<file path="src/rtl/uart_byte_xcvr.sv">
// -----------------------------------------------------------------------------
// uart_byte_xcvr
//   Byte-level UART transceiver feeding the UART command decoder.
//   RX: deserialises uart_rxd into bytes; each valid byte updates uart_data_out
//       and raises uart_rec for REC_PULSE cycles.
//   TX: each rising edge of uart_send queues uart_data_in in a small FIFO; the
//       TX FSM serialises queued bytes back-to-back.
//   Frame: start, 8 data bits LSB first, [even parity], stop. Line idles high.
//   Optional feature macro: UART_PARITY_EN (adds an even parity bit on TX and
//   parity checking on RX). Undefined build is plain 8N1.
// Ports
//   sys_clk        clock
//   sys_rst        synchronous reset, active-high
//   uart_rxd       serial input (asynchronous)
//   uart_txd       serial output
//   uart_rec       high REC_PULSE cycles after each valid received byte
//   uart_data_out  last valid received byte
//   uart_send      rising edge enqueues uart_data_in
//   uart_data_in   byte to transmit
//   tx_busy        FIFO non-empty or frame in progress
//   tx_full        FIFO holds TX_FIFO_DEPTH entries
//   rx_err         1-cycle pulse on framing / parity error
//   tx_ovf         sticky: a send was dropped because the FIFO was full
// -----------------------------------------------------------------------------
module uart_byte_xcvr #(
  parameter int CLK_FREQ      = 50_000_000,
  parameter int BAUD          = 115200,
  parameter int REC_PULSE     = 2,
  parameter int TX_FIFO_DEPTH = 4
) (
  input  logic       sys_clk,
  input  logic       sys_rst,
  input  logic       uart_rxd,
  output logic       uart_txd,
  output logic       uart_rec,
  output logic [7:0] uart_data_out,
  input  logic       uart_send,
  input  logic [7:0] uart_data_in,
  output logic       tx_busy,
  output logic       tx_full,
  output logic       rx_err,
  output logic       tx_ovf
);

  localparam int CLKS_PER_BIT = CLK_FREQ / BAUD;
  localparam int CW = $clog2(CLKS_PER_BIT);
  localparam int AW = $clog2(TX_FIFO_DEPTH);
  localparam int RW = (REC_PULSE > 1) ? $clog2(REC_PULSE) : 1;
  localparam logic [CW-1:0] C_LAST     = CW'(CLKS_PER_BIT - 1);
  localparam logic [CW-1:0] C_HALF     = CW'(CLKS_PER_BIT / 2 - 1);
  localparam logic [AW:0]   C_DEPTH    = (AW+1)'(TX_FIFO_DEPTH);
  localparam logic [RW-1:0] C_REC_LAST = RW'(REC_PULSE - 1);

`ifdef UART_PARITY_EN
  function automatic logic f_even_par(input logic [7:0] d);
    return ^d;
  endfunction
`endif

  typedef enum logic [2:0] {
    RX_IDLE   = 3'd0,
    RX_START  = 3'd1,
    RX_DATA   = 3'd2,
`ifdef UART_PARITY_EN
    RX_PARITY = 3'd3,
`endif
    RX_STOP   = 3'd4
  } rx_state_t;

  typedef enum logic [2:0] {
    TX_IDLE   = 3'd0,
    TX_START  = 3'd1,
    TX_DATA   = 3'd2,
`ifdef UART_PARITY_EN
    TX_PARITY = 3'd3,
`endif
    TX_STOP   = 3'd4
  } tx_state_t;

  // ---------------- RX ----------------
  logic          r_rxd_m, r_rxd_s;
  rx_state_t     r_rx_state;
  logic [CW-1:0] r_rx_cnt;
  logic [2:0]    r_rx_bit;
  logic [7:0]    r_rx_shift;
  logic [RW-1:0] r_rec_cnt;
`ifdef UART_PARITY_EN
  logic          r_rx_par_bad;
`endif

  // Two-flop synchroniser for the asynchronous serial input (idles high).
  always_ff @(posedge sys_clk) begin
    if (sys_rst) begin
      r_rxd_m <= 1'b1;
      r_rxd_s <= 1'b1;
    end else begin
      r_rxd_m <= uart_rxd;
      r_rxd_s <= r_rxd_m;
    end
  end

  // RX FSM: start detect, mid-bit sampling, byte delivery and uart_rec stretching.
  always_ff @(posedge sys_clk) begin
    if (sys_rst) begin
      r_rx_state    <= RX_IDLE;
      r_rx_cnt      <= '0;
      r_rx_bit      <= 3'd0;
      r_rx_shift    <= 8'h00;
      r_rec_cnt     <= '0;
      uart_rec      <= 1'b0;
      uart_data_out <= 8'h00;
      rx_err        <= 1'b0;
`ifdef UART_PARITY_EN
      r_rx_par_bad  <= 1'b0;
`endif
    end else begin
      rx_err <= 1'b0;
      // A new valid byte below overrides this and restarts the pulse.
      if (r_rec_cnt != '0) r_rec_cnt <= r_rec_cnt - 1'b1;
      else                 uart_rec  <= 1'b0;
      case (r_rx_state)
        RX_IDLE: begin
          r_rx_cnt <= '0;
          if (!r_rxd_s) r_rx_state <= RX_START;
        end
        RX_START: begin
          if (r_rx_cnt == C_HALF) begin
            r_rx_cnt   <= '0;
            r_rx_bit   <= 3'd0;
            // Line back high at mid start bit: treat as a glitch.
            r_rx_state <= r_rxd_s ? RX_IDLE : RX_DATA;
          end else begin
            r_rx_cnt <= r_rx_cnt + 1'b1;
          end
        end
        RX_DATA: begin
          if (r_rx_cnt == C_LAST) begin
            r_rx_cnt   <= '0;
            r_rx_shift <= {r_rxd_s, r_rx_shift[7:1]};
            r_rx_bit   <= r_rx_bit + 1'b1;
`ifdef UART_PARITY_EN
            if (r_rx_bit == 3'd7) r_rx_state <= RX_PARITY;
`else
            if (r_rx_bit == 3'd7) r_rx_state <= RX_STOP;
`endif
          end else begin
            r_rx_cnt <= r_rx_cnt + 1'b1;
          end
        end
`ifdef UART_PARITY_EN
        RX_PARITY: begin
          if (r_rx_cnt == C_LAST) begin
            r_rx_cnt     <= '0;
            r_rx_par_bad <= f_even_par(r_rx_shift) ^ r_rxd_s;
            r_rx_state   <= RX_STOP;
          end else begin
            r_rx_cnt <= r_rx_cnt + 1'b1;
          end
        end
`endif
        RX_STOP: begin
          if (r_rx_cnt == C_LAST) begin
            // Back to IDLE at mid stop bit so a following start bit is not missed.
            r_rx_cnt   <= '0;
            r_rx_state <= RX_IDLE;
`ifdef UART_PARITY_EN
            if (r_rxd_s && !r_rx_par_bad) begin
`else
            if (r_rxd_s) begin
`endif
              uart_data_out <= r_rx_shift;
              uart_rec      <= 1'b1;
              r_rec_cnt     <= C_REC_LAST;
            end else begin
              rx_err <= 1'b1;
            end
          end else begin
            r_rx_cnt <= r_rx_cnt + 1'b1;
          end
        end
        default: begin
          r_rx_state <= RX_IDLE;
          r_rx_cnt   <= '0;
        end
      endcase
    end
  end

  // ---------------- TX FIFO ----------------
  logic [7:0]    r_fifo [TX_FIFO_DEPTH];
  logic [AW-1:0] r_wr_ptr, r_rd_ptr;
  logic [AW:0]   r_count;
  logic          r_send_q;
  tx_state_t     r_tx_state;
  logic [CW-1:0] r_tx_cnt;
  logic [2:0]    r_tx_bit;
  logic [7:0]    r_tx_shift;
`ifdef UART_PARITY_EN
  logic          r_tx_par;
`endif
  logic          w_push, w_push_ok, w_tx_load;

  assign w_push    = uart_send & ~r_send_q;
  assign tx_full   = (r_count == C_DEPTH);
  assign w_push_ok = w_push & ~tx_full;
  // Pop from IDLE, or straight out of the last STOP cycle for gap-free frames.
  assign w_tx_load = (r_count != '0) &&
                     ((r_tx_state == TX_IDLE) ||
                      ((r_tx_state == TX_STOP) && (r_tx_cnt == C_LAST)));
  assign tx_busy   = (r_count != '0) | (r_tx_state != TX_IDLE);

  // FIFO storage write port (contents need no reset; count qualifies them).
  always_ff @(posedge sys_clk) begin
    if (w_push_ok) r_fifo[r_wr_ptr] <= uart_data_in;
  end

  // FIFO pointers, occupancy, send edge detect and overflow flag.
  always_ff @(posedge sys_clk) begin
    if (sys_rst) begin
      r_send_q <= 1'b0;
      r_wr_ptr <= '0;
      r_rd_ptr <= '0;
      r_count  <= '0;
      tx_ovf   <= 1'b0;
    end else begin
      r_send_q <= uart_send;
      if (w_push_ok)        r_wr_ptr <= r_wr_ptr + 1'b1;
      if (w_push & tx_full) tx_ovf   <= 1'b1;
      if (w_tx_load)        r_rd_ptr <= r_rd_ptr + 1'b1;
      case ({w_push_ok, w_tx_load})
        2'b10:   r_count <= r_count + 1'b1;
        2'b01:   r_count <= r_count - 1'b1;
        default: r_count <= r_count;
      endcase
    end
  end

  // TX FSM: serialises one popped byte per frame, each bit CLKS_PER_BIT cycles.
  always_ff @(posedge sys_clk) begin
    if (sys_rst) begin
      r_tx_state <= TX_IDLE;
      r_tx_cnt   <= '0;
      r_tx_bit   <= 3'd0;
      r_tx_shift <= 8'h00;
      uart_txd   <= 1'b1;
`ifdef UART_PARITY_EN
      r_tx_par   <= 1'b0;
`endif
    end else if (w_tx_load) begin
      r_tx_state <= TX_START;
      r_tx_cnt   <= '0;
      r_tx_shift <= r_fifo[r_rd_ptr];
      uart_txd   <= 1'b0;
`ifdef UART_PARITY_EN
      r_tx_par   <= f_even_par(r_fifo[r_rd_ptr]);
`endif
    end else begin
      case (r_tx_state)
        TX_IDLE: begin
          r_tx_cnt <= '0;
          uart_txd <= 1'b1;
        end
        TX_START: begin
          if (r_tx_cnt == C_LAST) begin
            r_tx_cnt   <= '0;
            r_tx_bit   <= 3'd0;
            uart_txd   <= r_tx_shift[0];
            r_tx_shift <= {1'b0, r_tx_shift[7:1]};
            r_tx_state <= TX_DATA;
          end else begin
            r_tx_cnt <= r_tx_cnt + 1'b1;
          end
        end
        TX_DATA: begin
          if (r_tx_cnt == C_LAST) begin
            r_tx_cnt <= '0;
            if (r_tx_bit == 3'd7) begin
`ifdef UART_PARITY_EN
              uart_txd   <= r_tx_par;
              r_tx_state <= TX_PARITY;
`else
              uart_txd   <= 1'b1;
              r_tx_state <= TX_STOP;
`endif
            end else begin
              uart_txd   <= r_tx_shift[0];
              r_tx_shift <= {1'b0, r_tx_shift[7:1]};
              r_tx_bit   <= r_tx_bit + 1'b1;
            end
          end else begin
            r_tx_cnt <= r_tx_cnt + 1'b1;
          end
        end
`ifdef UART_PARITY_EN
        TX_PARITY: begin
          if (r_tx_cnt == C_LAST) begin
            r_tx_cnt   <= '0;
            uart_txd   <= 1'b1;
            r_tx_state <= TX_STOP;
          end else begin
            r_tx_cnt <= r_tx_cnt + 1'b1;
          end
        end
`endif
        TX_STOP: begin
          if (r_tx_cnt == C_LAST) begin
            r_tx_cnt   <= '0;
            r_tx_state <= TX_IDLE;
          end else begin
            r_tx_cnt <= r_tx_cnt + 1'b1;
          end
        end
        default: begin
          r_tx_state <= TX_IDLE;
          r_tx_cnt   <= '0;
          uart_txd   <= 1'b1;
        end
      endcase
    end
  end

endmodule

</file>
<file path="config.mk">
export PLATFORM = sky130hd
export DESIGN_NAME = uart_byte_xcvr
export DESIGN_NICKNAME = d
export VERILOG_FILES = /design/src/rtl/uart_byte_xcvr.sv
export SDC_FILE = /design/constraint.sdc
export NUM_CORES = 1
export LEC_CHECK = 0
export CORE_ASPECT_RATIO = 1.5
export CORE_MARGIN = 4
export CORE_UTILIZATION = 29
export DETAILED_ROUTE_END_ITERATION = 8
export DONT_BUFFER_PORTS = 1
export PLACE_DENSITY = 0.48
export SLEW_MARGIN = 20
export SYNTH_ARGS = -nofsm -noshare
export SYNTH_HDL_FRONTEND = slang
export SYNTH_SLANG_ARGS = --single-unit
export TNS_END_PERCENT = 50
</file>
<file path="constraint.sdc">
create_clock -name sys_clk -period 3.97 [get_ports sys_clk]
set_input_delay 0.397 -clock sys_clk [delete_from_list [all_inputs] [get_ports sys_clk]]
set_output_delay 0.397 -clock sys_clk [all_outputs]
set_load 0.02 [all_outputs]
</file>
==> results of run 1 <==
==> worst max path at each step <==
stage                       to  slack (ns)  cells after the start
finish              r_count[2]        1.13                      9
global route        r_count[2]        0.95                      9
CTS                 r_count[2]        1.11                      9
detailed placement  r_count[2]        1.12                      9
global placement    r_count[2]        1.25                     12
floorplan           r_count[2]        1.46                     12
==> flip-flops by register name (all words and copies together), names as in the netlist, named ones only <==
signal	count
r_count	3
r_fifo	32
r_rd_ptr	2
r_rec_cnt	1
r_rx_bit	3
r_rx_cnt	9
r_rx_shift	8
r_rx_state	3
r_rxd_m	1
r_rxd_s	1
r_send_q	1
r_tx_bit	3
r_tx_cnt	9
r_tx_shift	8
r_tx_state	3
r_wr_ptr	2
rx_err	1
tx_ovf	1
uart_data_out	8
uart_rec	1
uart_txd	1
==> area by class of cell <==
cell class,count,area (sq um),share of cell area (%)
clock inverters,6,52.6,1.10
diodes,1,2.50,0.0522
flip-flops and latches,103,2380,49.7
inverters,14,52.6,1.10
well taps,196,245,5.11
clock buffers,10,229,4.77
multi-input cells,261,1820,37.9
repair buffers,2,15.0,0.313
==> kinds of logic after synthesis <==
logic type                 after synthesis  synth area share, %
and+or+nand+nor                        155                 18.6
adders and majority gates               15                 4.44
AOI/OAI and AO/OA                       54                 8.06
muxes                                   18                 6.38
DFF                                    103                 54.2
xor gates and xnor gates                19                 3.79
buffers and inverters                   37                 4.47
==> placed cells by master, fill, tap and decap left out, types with 2 or more instances in the layout <==
cell type and count:
dfxtp_1 71, nor2_1 40, nand2_1 34, edfxtp_1 32
a21oi_1 22, nand3_1 17, inv_1 14, ha_1 14
xnor2_1 11, nor3_1 10, mux2i_1 10, a311oi_1 9
clkbuf_16 9, o21ai_0 8, nand4_1 8, xor2_1 8
mux4_2 8, or3_1 6, and2_1 5, nand2b_1 5
nor3b_1 4, nand4b_1 3, or4_1 3, or2_2 3
a31oi_1 3, nand3b_1 2, or3b_1 2, a211oi_1 2
nand4bb_1 2, inv_6 2, clkinvlp_4 2, buf_4 2
==> per-stage QoR <==
stage                     util (%)  worst slack (ns)
after floorplan                  -              1.46
after global placement        30.6              1.25
after detailed placement      30.6              1.12
after CTS                     32.5              1.11
after global routing          32.6             0.948
final                         32.6              1.13
==> power groups by stage <==
| stage | combinational [W] | clock (W) | sequential (W) |
|---|---|---|---|
| floorplan | 0.000517 | 0 | 0.00128 |
| global placement | 0.000536 | 0 | 0.00134 |
| detailed placement | 0.000547 | 0 | 0.00135 |
| CTS | 0.000549 | 0.000875 | 0.00133 |
| global route | 0.000602 | 0.000916 | 0.00135 |
| finish | 0.000540 | 0.000841 | 0.00132 |
==> layer usage <==
layer,vias to the layer above,track usage (%),wire [um]
li1,1416,-,-
met1,1348,12.4,3650
met2,43,16.6,4100
met3,5,2.44,284
met4,0,3.79,101
met5,-,0,0
==> results.cfg, run 1 <==
[synthesis]
synthArstFlopShare_pct = 0
synth.area.top_cells = dfxtp_1, edfxtp_1, mux4_2
synth_flop_cell = dfxtp_1
yosysTopAreaCellShare_pct = 32.4
syn-instance-count = 401
synth_warnings = 0
synthesis.area_sq_um = 4390
synth_top_area_cell = dfxtp_1
ys_seq_area_share_pct = 54.2
yosysUniqueCellTypes = 56
synth_nets = 428
yosysMostFrequentCell = dfxtp_1
avgSynthCellArea_sq_um = 11.0
ys_ff_latch = 103
synth_edf_count = 32
ys_top_cells_by_count = dfxtp_1, nor2_1, nand2_1, edfxtp_1, a21oi_1

[floorplanning]
initial_core_util_pct = 29.8
core_sq_um = 14700
die-area_sq_um = 17200
rows = 54
fp.dieH_um = 159
io_pins = 26
die_w_um = 108

[final_layout]
instances_no_fill = 593
num-fill-cells = 1523
drive_gt1_share_pct = 9.60
design_area_sq_um = 4800
area_delta_synth_final_pct = 9.23
nets = 418

[clock_network]
cts_resized = 0
cts_hold_buf = 0
htree_levels = 3
clk_latency_ns = 0.34
clk_pin_slew_worst_paths_ns = 0.07
clock_sinks = 103
clock-root-buffer = clkbuf_16
post_cts_buffers = 0
cts_made_buffers = 9
tritoncts = built
clk_path_buf_depth = 2

[critical_path]
critPathLaunchType = flop
crit_top_cell = or3_1
critPathSlowestCell = or3_1
r2r_slack_ns = 1.13
cp_cell_sequence = or3_1 > nand2_1 > or2_1 > inv_1 > ha_1 > fa_1 > xnor2_1 > or3_1 > a21oi_1
crit_fanout = 13
r2r-start = r_count[0]
reg2reg_depth = 9
crit_family = simple AND/OR/NAND/NOR gates
critPathArrivalTime_ns = 3.11
required_ns = 4.24
crit_type = reg2reg
slowest_delay_ns = 0.43
cp-end-kind = flop
r2r-end = r_count[2]
worstSetupStartpoint = r_count[0]
worst-path-buf-inv = 1

[worst_hold_path]
min_path_cells = 1
hold_end = uart_data_out[5]
hp-start = sys_rst
min_path_type = in2reg

[power_and_ir_drop]
powerDensity_nw_per_um2 = 564
netSwitchingFraction_pct = 30.3
internal_power_w = 0.00188
pwr-share-comb_pct = 20.0
power_w = 0.00270
p_sw_w = 0.000820
pwr-share-seq_pct = 48.9
power_leakage_nw = 1.59
p_clk_share_pct = 31.1
peakVddDrop_mv = 0.251

[place]
dp_hpwl_um = 5520
post-place-cells = 576
io_buffers = 0
gp_congestion = 0.765
placed_cell_area_sq_um = 4510

[routing]
postRouteAntennaNets = 0
avgViaCountPerCell = 4.74
drt_iter0_markers = 184
wl_per_cell_um = 13.7
first_pass_iters = 4
drc = 0
vias = 2812
postRouteWirelength_um = 8130

[sta]
hold_viol = 0
fin_crit_ns = 2.84
skew_ns = 0.00695
finalSetupViolations = 0
rsz0062_at_grt = no
worst_slew_pin_slew_ns = 0.706
fin_setup_tns_ns = 0
whs_ns = 0.127
slew_headroom_pct = 52.7
fmax_mhz = 352
fin_crit_sh_pct = 71.5
finalMaxSlewViolations = 0

[run]
max-cap-violations = 0

[outcome]
outcome = finished, final reports clean

[global_route]
grt_start_max_net_pins = 55
antenna_found_initial = 1
grt_pass1_wl_um = 13900
grt_usage_pct = 10.0
grt_overflow = 0
grt_pass1_vias = 2799
(Power assumes the default switching activity.)
==> run 2: changes to the inputs <==
--- a/config.mk
+++ b/config.mk
@@ -10,7 +10,7 @@
 export CORE_UTILIZATION = 29
 export DETAILED_ROUTE_END_ITERATION = 8
 export DONT_BUFFER_PORTS = 1
-export PLACE_DENSITY = 0.48
+export PLACE_DENSITY = 0.49
 export SLEW_MARGIN = 20
 export SYNTH_ARGS = -nofsm -noshare
 export SYNTH_HDL_FRONTEND = slang
==> constraint.sdc (replaced) <==
create_clock -name sys_clk -period 2.3 [get_ports sys_clk]
set_input_delay 0.23 -clock sys_clk [delete_from_list [all_inputs] [get_ports sys_clk]]
set_output_delay 0.23 -clock sys_clk [all_outputs]
set_load 0.02 [all_outputs]
==> run 2 against run 1 <==
  * Setup slack worse by 1.0 ns
  * Global-route usage is 0.50 points higher
  * Sequential power is 70% higher
  * First-iteration DRC count is 27% lower
  * Sequential share of layout area is 2.3 points lower
  * Critical path type unchanged
  * Critical endpoint unchanged
  * Highest routed layer unchanged
==> results.cfg, run 2 (synthesis gave the netlist of run 1 again) <==
[outcome]
outcome = finished, final reports clean

[routing]
postRouteAntennaNets = 0
route.met2.wl_um = 4380
wl_met3_um = 270
vias = 2901
postRouteWirelength_um = 8470
drt_iter0_markers = 135
avgViaCountPerCell = 4.72
wl_per_cell_um = 13.8
drc = 0
top_layer_used = met4
first_pass_iters = 4
wl_met1_um = 3690

[sta]
skew_ns = 0.00733
finalSetupViolations = 0
hold_viol = 0
rsz0062_at_grt = no
fin_setup_tns_ns = 0
fin_ws_ns = 0.117
whs_ns = 0.0229
slew_headroom_pct = 62.6
fin_crit_sh_pct = 94.9
fin_crit_ns = 2.18
fmax_mhz = 458
worst_slew_pin_slew_ns = 0.560
finalMaxSlewViolations = 0

[final_layout]
reg_top3 = r_fifo: 32 flops, r_rx_cnt: 9 flops, r_tx_cnt: 9 flops
area_delta_synth_final_pct = 14.7
top_register = r_fifo
num-fill-cells = 1554
num_antenna_cells = 0
design_area_sq_um = 5040
drive_gt1_share_pct = 14.1
final_common_cell = dfxtp_1
nets = 441
largest_reg_flops = 32
final_cell_mix = dfxtp_1, nor2_1, nand2_1

[place]
placed_cell_area_sq_um = 4610
io_buffers = 0
place_worst_setup_slack_ns = 0.0971
dp_hpwl_um = 5670
gp_congestion = 0.745

[clock_network]
clock_sinks = 103
htree_levels = 3
clk_path_buf_depth = 2
clk_pin_slew_worst_paths_ns = 0.08
clock-root-buffer = clkbuf_16
cts_made_buffers = 9
tritoncts = built
clk_latency_ns = 0.34

[critical_path]
crit_type = reg2reg
r2r_slack_ns = 0.12
crit_family = adder cells
r2r-start = r_tx_cnt[1]
crit_fanout = 3
cp-end-kind = flop
critPathArrivalTime_ns = 2.46
r2r-end = r_count[2]
critPathSlowestCell = fa_2
crit_top_cell = a21oi_2
cp_cell_sequence = inv_1 > ha_2 > and4_4 > a21oi_2 > or2_1 > inv_2 > ha_4 > fa_2 > xnor2_1 > or3_1 > a21oi_2
crit_path_end = r_count[2]
worst-path-buf-inv = 2
slowest_delay_ns = 0.35
worstSetupStartpoint = r_tx_cnt[1]
reg2reg_depth = 11
cp.depth = 11
required_ns = 2.58
critPathLaunchType = flop

[run]
max-cap-violations = 0

[power_and_ir_drop]
peakVddDrop_mv = 0.439
netSwitchingFraction_pct = 30.3
pwr-share-comb_pct = 23.3
power_w = 0.00487
pwr-share-seq_pct = 46.2
p_clk_share_pct = 30.5
internal_power_w = 0.00339
powerDensity_nw_per_um2 = 966
p_sw_w = 0.00148
power_leakage_nw = 1.71

[global_route]
grt_pass1_wl_um = 14400
grt_start_max_net_pins = 49
grt_pass1_vias = 2977
antenna_found_initial = 0
grt_usage_pct = 10.5
grt_overflow = 0

[worst_hold_path]
hp-start = uart_send
min_path_cells = 1
min_path_type = in2reg

[floorplanning]
io_pins = 26
rows = 54
die-area_sq_um = 17200
core_sq_um = 14700
die_w_um = 108
fp.dieH_um = 159
initial_core_util_pct = 29.8
==> run 2: worst reg2reg max path, cell delays in order (launching register included) <==
cell	delay, ns
dfxtp_2	0.34
inv_1	0.04
ha_2	0.16
and4_4	0.15
a21oi_2	0.14
or2_1	0.16
inv_2	0.05
ha_4	0.16
fa_2	0.35
xnor2_1	0.13
or3_1	0.32
a21oi_2	0.11
==> run 2: per-layer routing <==
layer,vias to the layer above,GRT usage (%)
met1,1390,12.6
met3,10,2.19
li1,1454,-
met5,-,0
met2,47,18.2
met4,0,3.79
==> run 2: power groups by stage <==
stage / combinational, W / sequential (W) / clock [W]
global placement: 0.00108 / 0.00229 / 0
floorplan: 0.000934 / 0.00222 / 0
global route: 0.00127 / 0.00228 / 0.00160
CTS: 0.00115 / 0.00226 / 0.00154
detailed placement: 0.00110 / 0.00230 / 0
finish: 0.00114 / 0.00225 / 0.00148
==> run 2: worst min-delay path by stage <==
stage | to | slack, ns
floorplan | r_fifo[0][0] | 0.33
global placement | r_tx_state[2] | 0.31
detailed placement | r_tx_state[2] | 0.32
CTS | r_send_q | 0.008
global route | r_send_q | 0.04
finish | r_send_q | 0.02
==> run 2: layout make-up <==
cell class	count	area, sq um	area share (%)
clock buffer	9	225	4.47
clock inverter	7	65.1	1.29
inverter	14	52.6	1.04
multi-input combinational	261	1840	36.5
sequential	103	2380	47.3
tap	196	245	4.87
timing repair buffer	25	225	4.47
==> run 2: what timing repair did <==
item / 4_1_cts / 5_1_grt
hold buffers: 11 / 0
buffers inserted: 0 / 1
setup endpoints to repair: 0 / 1
resized for setup: 0 / 3
endpoints found under the hold margin: 82 / 0
==> run 2: through the flow <==
step                util (%)  cells
global placement        31.3    587
global route            34.2    615
CTS                     34.1    614
floorplan                  -    401
detailed placement      31.3    587
finish                  34.2    615
==> run 3: changes to the inputs <==
--- a/config.mk
+++ b/config.mk
@@ -8,6 +8,7 @@
 export CORE_ASPECT_RATIO = 1.5
 export CORE_MARGIN = 4
 export CORE_UTILIZATION = 29
+export CTS_CLUSTER_DIAMETER = 150
 export DETAILED_ROUTE_END_ITERATION = 8
 export DONT_BUFFER_PORTS = 1
 export PLACE_DENSITY = 0.49
==> results of run 3 <==
No change in the layout: final DEF, timing and power equal those of run 2.
